<file path="src/rtl/multi_timer_pkg.sv">
// Shared definitions for the multi-channel timer: channel state encoding,
// default parameter values and the cycle-counter width helper.
package multi_timer_pkg;

    typedef enum logic [1:0] {
        ST_IDLE   = 2'd0,
        ST_RUN    = 2'd1,
        ST_PAUSED = 2'd2
    } ch_state_t;

    localparam int DEF_N_CH           = 4;
    localparam int DEF_LEN_W          = 32;
    localparam int DEF_TICKS_PER_UNIT = 50000000;

    // Width of a counter spanning 0..ticks-1; never narrower than one bit.
    function automatic int cyc_width(input int ticks);
        return (ticks > 1) ? $clog2(ticks) : 1;
    endfunction

endpackage

</file>
<file path="src/rtl/timer_channel.sv">
// One independent timer channel: IDLE/RUN/PAUSED FSM with its own unit
// prescaler, latched length and mode, and registered status outputs.
module timer_channel
    import multi_timer_pkg::*;
#(
    parameter int LEN_W          = DEF_LEN_W,
    parameter int TICKS_PER_UNIT = DEF_TICKS_PER_UNIT
) (
    input  logic             clock,
    input  logic             resetn,
    input  logic             start,
    input  logic             stop,
    input  logic             pause,
    input  logic             periodic,
    input  logic [LEN_W-1:0] length,
    output logic             active,
    output logic             done,
    output logic [LEN_W-1:0] remaining
);

    localparam int               CYC_W    = cyc_width(TICKS_PER_UNIT);
    localparam logic [CYC_W-1:0] CYC_LAST = CYC_W'(TICKS_PER_UNIT - 1);

    ch_state_t        state_reg, state_next;
    logic [LEN_W-1:0] len_reg, len_next;
    logic             mode_reg, mode_next;
    logic [LEN_W-1:0] rem_reg, rem_next;
    logic [CYC_W-1:0] cyc_reg, cyc_next;
    logic             done_reg, done_next;
    logic             active_reg;

    // State and datapath registers; reset aborts silently and ignores inputs.
    always_ff @(posedge clock) begin
        if (!resetn) begin
            state_reg  <= ST_IDLE;
            len_reg    <= '0;
            mode_reg   <= 1'b0;
            rem_reg    <= '0;
            cyc_reg    <= '0;
            done_reg   <= 1'b0;
            active_reg <= 1'b0;
        end else begin
            state_reg  <= state_next;
            len_reg    <= len_next;
            mode_reg   <= mode_next;
            rem_reg    <= rem_next;
            cyc_reg    <= cyc_next;
            done_reg   <= done_next;
            active_reg <= (state_next != ST_IDLE);
        end
    end

    // Next-state logic with priority stop > start > pause. Counting happens
    // on any edge where the channel is live and pause is low, so the edge
    // leaving PAUSED already advances the frozen cycle count.
    always_comb begin
        state_next = state_reg;
        len_next   = len_reg;
        mode_next  = mode_reg;
        rem_next   = rem_reg;
        cyc_next   = cyc_reg;
        done_next  = 1'b0;

        if (stop) begin
            state_next = ST_IDLE;
            rem_next   = '0;
            cyc_next   = '0;
        end else if (start) begin
            cyc_next = '0;
            if (length == '0) begin
                // Zero-length request expires immediately.
                state_next = ST_IDLE;
                rem_next   = '0;
                done_next  = 1'b1;
            end else begin
                len_next   = length;
                mode_next  = periodic;
                rem_next   = length;
                state_next = (state_reg == ST_PAUSED && pause) ? ST_PAUSED : ST_RUN;
            end
        end else if (state_reg != ST_IDLE) begin
            if (pause) begin
                state_next = ST_PAUSED;
            end else begin
                state_next = ST_RUN;
                if (cyc_reg == CYC_LAST) begin
                    cyc_next = '0;
                    if (rem_reg == LEN_W'(1)) begin
                        done_next = 1'b1;
                        if (mode_reg) begin
                            rem_next = len_reg;
                        end else begin
                            rem_next   = '0;
                            state_next = ST_IDLE;
                        end
                    end else if (rem_reg > LEN_W'(1)) begin
                        rem_next = rem_reg - LEN_W'(1);
                    end
                end else begin
                    cyc_next = cyc_reg + CYC_W'(1);
                end
            end
        end
    end

    assign active    = active_reg;
    assign done      = done_reg;
    assign remaining = rem_reg;

endmodule

</file>
<file path="src/rtl/multi_timer.sv">
// Bank of N_CH independent timers; each channel has its own prescaler so
// its first unit is always a full TICKS_PER_UNIT cycles.
module multi_timer
    import multi_timer_pkg::*;
#(
    parameter int N_CH           = DEF_N_CH,
    parameter int LEN_W          = DEF_LEN_W,
    parameter int TICKS_PER_UNIT = DEF_TICKS_PER_UNIT
) (
    input  logic                  clock,
    input  logic                  resetn,
    input  logic [N_CH-1:0]       start,
    input  logic [N_CH-1:0]       stop,
    input  logic [N_CH-1:0]       pause,
    input  logic [N_CH-1:0]       periodic,
    input  logic [N_CH*LEN_W-1:0] timer_length,
    output logic [N_CH-1:0]       active,
    output logic [N_CH-1:0]       done,
    output logic [N_CH*LEN_W-1:0] remaining
);

    // One channel per bit; length and remaining are packed LEN_W per channel.
    generate
        for (genvar gi = 0; gi < N_CH; gi++) begin : g_ch
            timer_channel #(
                .LEN_W          (LEN_W),
                .TICKS_PER_UNIT (TICKS_PER_UNIT)
            ) u_ch (
                .clock     (clock),
                .resetn    (resetn),
                .start     (start[gi]),
                .stop      (stop[gi]),
                .pause     (pause[gi]),
                .periodic  (periodic[gi]),
                .length    (timer_length[gi*LEN_W +: LEN_W]),
                .active    (active[gi]),
                .done      (done[gi]),
                .remaining (remaining[gi*LEN_W +: LEN_W])
            );
        end
    endgenerate

endmodule

</file>
<file path="config.mk">
export PLATFORM = sky130hd
export DESIGN_NAME = multi_timer
export DESIGN_NICKNAME = d
export VERILOG_FILES = /design/src/rtl/multi_timer_pkg.sv /design/src/rtl/timer_channel.sv /design/src/rtl/multi_timer.sv
export SDC_FILE = /design/constraint.sdc
export NUM_CORES = 1
export LEC_CHECK = 0
export ABC_AREA = 1
export CAP_MARGIN = 20
export CORE_MARGIN = 2
export CORE_UTILIZATION = 32
export CTS_BUF_LIST = sky130_fd_sc_hd__clkbuf_4
export DETAILED_ROUTE_END_ITERATION = 6
export PLACE_DENSITY = 0.51
export SYNTH_ARGS = -nofsm -noshare
export SYNTH_HDL_FRONTEND = slang
export SYNTH_SLANG_ARGS = --single-unit
</file>
<file path="constraint.sdc">
create_clock -name clock -period 2.8 [get_ports clock]
set_clock_uncertainty 0.15 [all_clocks]
set_input_delay 0.42 -clock clock [delete_from_list [all_inputs] [get_ports clock]]
set_output_delay 0.42 -clock clock [all_outputs]
set_load 0.05 [all_outputs]
</file>
# Word level (Yosys, flattened, before mapping)
# Index checks and enable logic that the tools add are counted.
dict set report op_classes {
  eq_ne 16
  n_bitwise 13
  reduce_logical 48
  magnitude_cmp 4
  add_sub_neg 8
  n_mux 96
}
# operator count
set ops {}
lappend ops {{$mux W32} 32}
lappend ops {{$eq A32 B1 Y1 const B} 4}
lappend ops {{$gt A32 B1 Y1 const B} 4}
lappend ops {{$logic_not A32 Y1} 4}
lappend ops {{$sub A32 B1 Y32 const B} 4}
lappend ops {{$add A26 B1 Y26 const B} 4}
lappend ops {{$eq A26 B26 Y1 const B} 4}
lappend ops {{$mux W26} 4}
lappend ops {{$mux W2} 32}
lappend ops {{$reduce_bool A2 Y1} 16}
lappend ops {{$mux W1} 28}
lappend ops {{$reduce_and A4 Y1} 4}
lappend ops {{$not A1 Y1} 13}
lappend ops {{$reduce_and A3 Y1} 4}
lappend ops {{$reduce_bool A3 Y1} 4}
lappend ops {{$reduce_or A3 Y1} 4}
lappend ops {{$eq A2 B2 Y1 const B} 4}
lappend ops {{$ne A2 B2 Y1 const B} 4}
lappend ops {{$reduce_and A2 Y1} 4}
lappend ops {{$reduce_or A2 Y1} 4}
lappend ops {{$logic_and A1 B1 Y1} 4}
dict set report totals {
  elab_cells 213
  register_bits 380
  output_inout_bits 136
  inputBits 146
}

# Longest topological paths before layout
dict set report logic_depth {
  depth_word 8
  depth_mapped 15
  mapped_depth_nobuf 14
}

# Modules after synthesis
# From an unflattened synthesis, not the netlist that was laid out.
dict set report unflattened {
  cells_unflattened 3941
  hier_area_um2 23956.7
}
# module area_per_inst_um2 cells_each seq_area_each_um2 n_inst
set modules_own_cells {}
lappend modules_own_cells {{timer_channel (g_ch[0].u_ch ...)} 6022.0 1000 1901.8 2}
lappend modules_own_cells {{timer_channel (g_ch[3].u_ch)} 5959.5 971 1901.8 1}
lappend modules_own_cells {{timer_channel (g_ch[2].u_ch)} 5953.2 970 1901.8 1}

# Worst setup path after synthesis
# OpenSTA, ideal clock, no wires.
dict set report synth_timing {
  path_type {reg-to-reg}
  startpoint {register g_ch[0].u_ch.rem_reg[0]}
  endpoint {register g_ch[0].u_ch.rem_reg[24]}
  t_required_ps 2533
  path_buffers 2
  path_stages_with_launch 12
  slack_ps 450
  setup_ps 117
  synth_period_minus_slack_ps 2350
  t_arrival_ps 2083
  path_cell_list {dfxtp_1 -> inv_1 -> ha_1 -> nand2_2 -> nor2_4 -> and2_1 -> buf_6 -> nand3_4 -> nand3_2 -> buf_4 -> nor3_1 -> nor2_1}
}
dict set report synth_via {
  elab_chain_cells 7
  word_cells_on_any_way 11
  classes_between {add/sub (1); order compare (1); eq/ne (1); mux (6); reduce/logical (2)}
}
# element line_no
set synth_lines {}
lappend synth_lines {{from (decl)} timer_channel.sv:27} ;# logic [LEN_W-1:0] rem_reg, rem_next;
lappend synth_lines {{from (signal assigned)} timer_channel.sv:46} ;# rem_reg <= rem_next;
lappend synth_lines {{$sub A32 B1 Y32} timer_channel.sv:97} ;# rem_next = rem_reg - LEN_W'(1);
lappend synth_lines {{$mux W32} timer_channel.sv:96} ;# end else if (rem_reg > LEN_W'(1)) begin
lappend synth_lines {{$mux W32} timer_channel.sv:88} ;# if (rem_reg == LEN_W'(1)) begin
lappend synth_lines {{$mux W32} timer_channel.sv:86} ;# if (cyc_reg == CYC_LAST) begin
lappend synth_lines {{$mux W32} timer_channel.sv:82} ;# if (pause) begin
lappend synth_lines {{$mux W32} timer_channel.sv:81} ;# end else if (state_reg != ST_IDLE) begin
lappend synth_lines {{$mux W32} timer_channel.sv:68} ;# end else if (start) begin
# Several ways; a longest one is shown, not always the timed one. The select of a mux whose other input is x is not followed.
# A chain may end at the register's enable or synchronous reset.

# Worst setup path in the final report
dict set report layout_timing {
  startpoint {register g_ch[1].u_ch.rem_reg[0]}
  endpoint {output port remaining[32]}
}
# element line_no
set layout_rtl {}
lappend layout_rtl {{from (decl)} timer_channel.sv:27}
lappend layout_rtl {{from (signal assigned)} timer_channel.sv:46}
lappend layout_rtl {{to (decl)} multi_timer.sv:19} ;# output logic [N_CH*LEN_W-1:0] remaining
# No word-level cell between the ends.

==> metrics.md <==
| Metric | Value |
|---|---|
| Average cell area after synthesis | 6.27 sq um |
| Instance count after placement with tap cells included | 4775 |
| Core Util, Final | 0.407 |
| Maximum number of pins on one net before global-route repair | 87 |
| Leakage | 12.6 nW |
| # port buffers | 281 |
| Remaining design rule violation count | 0 |
| Relative slew slack | 0.525 |
| Data arrival time of the critical path | 2.11 ns |
| Post-route insts no fill | 5040 |
| Internal cell power | 0.00939 W |
| Total setup violations reported at the end of the flow | 0 |
| Fraction of the cycle the final worst path needs | 0.957 |
| Post-CTS setup-driven buffer insertion count | 0 |
| Prevailing post-synth register cell | dfxtp_1 |
| Beginning of the critical path | g_ch[1].u_ch.remaining[0]$_SDFFE_PP0P_ |
| Switching part of the total | 0.336 |
| First-iteration detailed-routing DRC count | 1656 |
| Slew at the pin with the worst max-slew slack | around 0.7 ns |
| Adder-cell share of the synthesized area | 0.00666 |
| Sequential Power Share | 0.410 |
| Sequential area share after synthesis | 0.337 |
| Via count normalized by instance count | 4.86 |
| Library cells used by synthesis | 58 |
| Async set or reset register ratio after synthesis | 0 |
| Reg-to-Reg Start | g_ch[3].u_ch.remaining[0]$_SDFFE_PP0P_ |
| Filler cells | about 7700 |
| Post-Syn Area | 0.0226 sq mm |
| Clock share of power | 0.384 |
| Critical path startpoint category | register |
| Fraction of the mapped netlist area in compound gates | 0.165 |
| Area Growth Syn to Fin | 26.3% |
| Gate count after technology mapping | 3596 |
| Height of the die | 270 um |
| Root buffer cell | clkbuf_4 |
| Library cell occupying the most area in the post-synthesis netlist | dfxtp_1 |
| Synth Area in XOR/XNOR | 0.0202 |
| Period minus WS final | 2.68 ns |
| Class of the most critical setup path | register to output pin |
| Number of global-route vias before repair | around 23000 |
| Routed vias | 24500 |
| Number of buffers inserted during clock tree synthesis | 114 |
| Most common library cell in the layout ignoring fill and taps | nand2_1 |
| Unrepaired setup endpoints after global routing | no |
| FF+latch count, synth | 380 |
| IR Drop Worst-Case VDD | 0.000243 V |
| Synth top area cells | dfxtp_1 (34%), nand2_1 (13%), nor2_1 (9.2%) |
| Depth of the CTS H-tree | 3 |
| First-pass GRT wire length | roughly 130000 um |
| Number of top-level pins | 282 |
| Share of the synthesized area in the top cell type | 0.337 |
| Clock sink count | 380 |
| Number of core rows | 97 |
| Total congestion overflow after global routing | 0 |
| Reported max-cap violation count | 0 |
| Total negative slack for setup checks | 0 ns |
| Source of the worst hold timing path | timer_length[29] |
| Multiplexer area fraction after synthesis | 0.0102 |
| 1st-pass router iterations | 5 |
| Number of synthesized flops with an enable pin | 0 |
| Crit Path Max Fanout | 4 |
| Status | completed |
| Initial antenna violation count | 2 |
| Highest attainable clock frequency | 0.373 GHz |
| Hold Crit Class | input port to register |
| Clock tree from TritonCTS | yes |
| Hold Violations, Final | 0 |
| Worst setup EP type | output pin |
| Post-route ant nets | 0 |
| Total Die Area | slightly above 0.07 sq mm |
| Power density over the cells | 497 mW/mm^2 |
| Ys Warns | 0 |
| Comb pwr share | 0.206 |
| Dpl hpwl | 60700 um |
| Largest family of logic cells by synthesized area | simple AND/OR/NAND/NOR gates |
| Largest buffer count on any clock path | 3 |
| Top library cells by usage in the layout, fill and taps aside | nand2_1 (778), nor2_1 (551), inv_1 (427), dfxtp_1 (380), a21oi_1 (289) |
| Clock transition time at the flip-flop clock pins of the worst setup and hold paths | 0.06 ns |
| Effective utilization at floorplan | 0.323 |
| Synthesized net count | 3754 |
| Core Footprint | 0.0699 sq mm |
| Clock insertion delay at the later pin of the skew report | just under 0.9 ns |
| Global router's overall resource usage | 0.220 |
| Required time at the endpoint of the critical path | 2.23 ns |
| Fraction of layout cells with a size suffix above 1 | 0.0986 |
| Switching pwr | roughly 0.0048 W |
| Average detailed-routed wire length per instance | 16.3 um |
| Chip Width | 270 um |
| Final weighted congestion in routability-driven placement | 0.887 |
| Synth Area in Simple Gates | 0.352 |
| Final Max Slew Viols | 0 |
| Number of nets in the layout | 4162 |
| Aggregate routed wire length | 82000 um |
[through the flow]
step                total power [W]  hold slack [ns]  instance area (sq um)  setup WS (ns)
detailed placement          0.00881            0.287                  26600         0.0570
CTS                          0.0144          0.00187                  28500        0.00836
global route                 0.0150           0.0427                  28500         0.0143
finish                       0.0141            0.108                  28500          0.121
global placement            0.00881            0.284                  26600         0.0211
floorplan                   0.00774            0.273                  22600          0.450
[kinds of logic after synthesis]
kind of cell | Yosys count
multiplexers | 23
XOR/XNOR | 52
AND/OR/NAND/NOR | 1842
flip-flops | 380
adder cells (fa/ha/maj) | 12
AO/OA/AOI/OAI | 694
buffers and inverters | 593
[critical path: stages (launching register included)]
cell	delay (ns)
dfxtp_1	0.33
buf_4	0.14
clkdlybuf4s50_1	0.81
[repair_timing]
action	CTS	global route
endpoints found under the setup margin	119	11
endpoints found under the hold margin	171	0
gates resized for setup	119	1
hold buffers	53	0
[power by group through the flow]
stage	clock network (W)	logic, W	registers [W]
final	0.00543	0.00292	0.00580
after CTS	0.00568	0.00291	0.00580
after global placement	0	0.00288	0.00592
after global routing	0.00598	0.00322	0.00582
after detailed placement	0	0.00288	0.00592
after floorplan	0	0.00159	0.00614
[final timing paths]
path,to,slack (ns),depth (start not counted)
worst max register to register,g_ch[3].u_ch.remaining[31]$_SDFFE_PP0P_,0.29,11
worst min register to register,g_ch[2].u_ch.len_reg[11]$_SDFFE_PN0P_,0.29,2
worst min-delay path,g_ch[0].u_ch.remaining[29]$_SDFFE_PP0P_,0.11,5
worst max-delay path,remaining[32],0.12,2
[synth_stat cells (4+ instances only)]
library cell and number:
clkbuf_1 72, nand3_1 236, dfxtp_1 380, nand2_1 778, a21boi_0 11, a21oi_1 289
nor3b_1 7, a211oi_1 5, o21ai_1 28, a21oi_2 13, nor4_1 25, xnor2_1 26
nand3_2 7, mux2i_1 23, buf_6 15, inv_1 427, nand4_1 82, and2_1 4
buf_2 33, xor2_1 26, nor3_1 60, inv_2 18, nor2_4 9, nor2_2 34
o21ai_0 278, a31oi_1 8, o31ai_1 6, buf_4 11, o22ai_1 10, nand3b_1 6
or2_2 14, nor2_1 553, o21bai_1 14, ha_1 12, o21a_1 17, nand2_2 17
buf_1 9
[metal layers]
| layer | GRT usage | share of wire |
|---|---|---|
| met1 | 0.298 | 0.47 |
| met2 | 0.357 | 0.45 |
| met3 | 0.0358 | 0.052 |
| met4 | 0.0694 | 0.022 |
| met5 | 0 | 0.000098 |
[area by class of cell]
cell class | count | area, sq um | area share
Clock inverter | 48 | 226 | 0.00795
Antenna cell | 2 | 5.00 | 0.000176
Clock buffer | 162 | 1220 | 0.0427
Sequential cell | 380 | 7610 | 0.267
Inverter | 450 | 1690 | 0.0594
Timing Repair Buffer | 435 | 4040 | 0.142
Multi-Input combinational cell | 2623 | 12500 | 0.440
Tap cell | 940 | 1180 | 0.0413
Note: power is estimated with default switching activity, not from simulation.
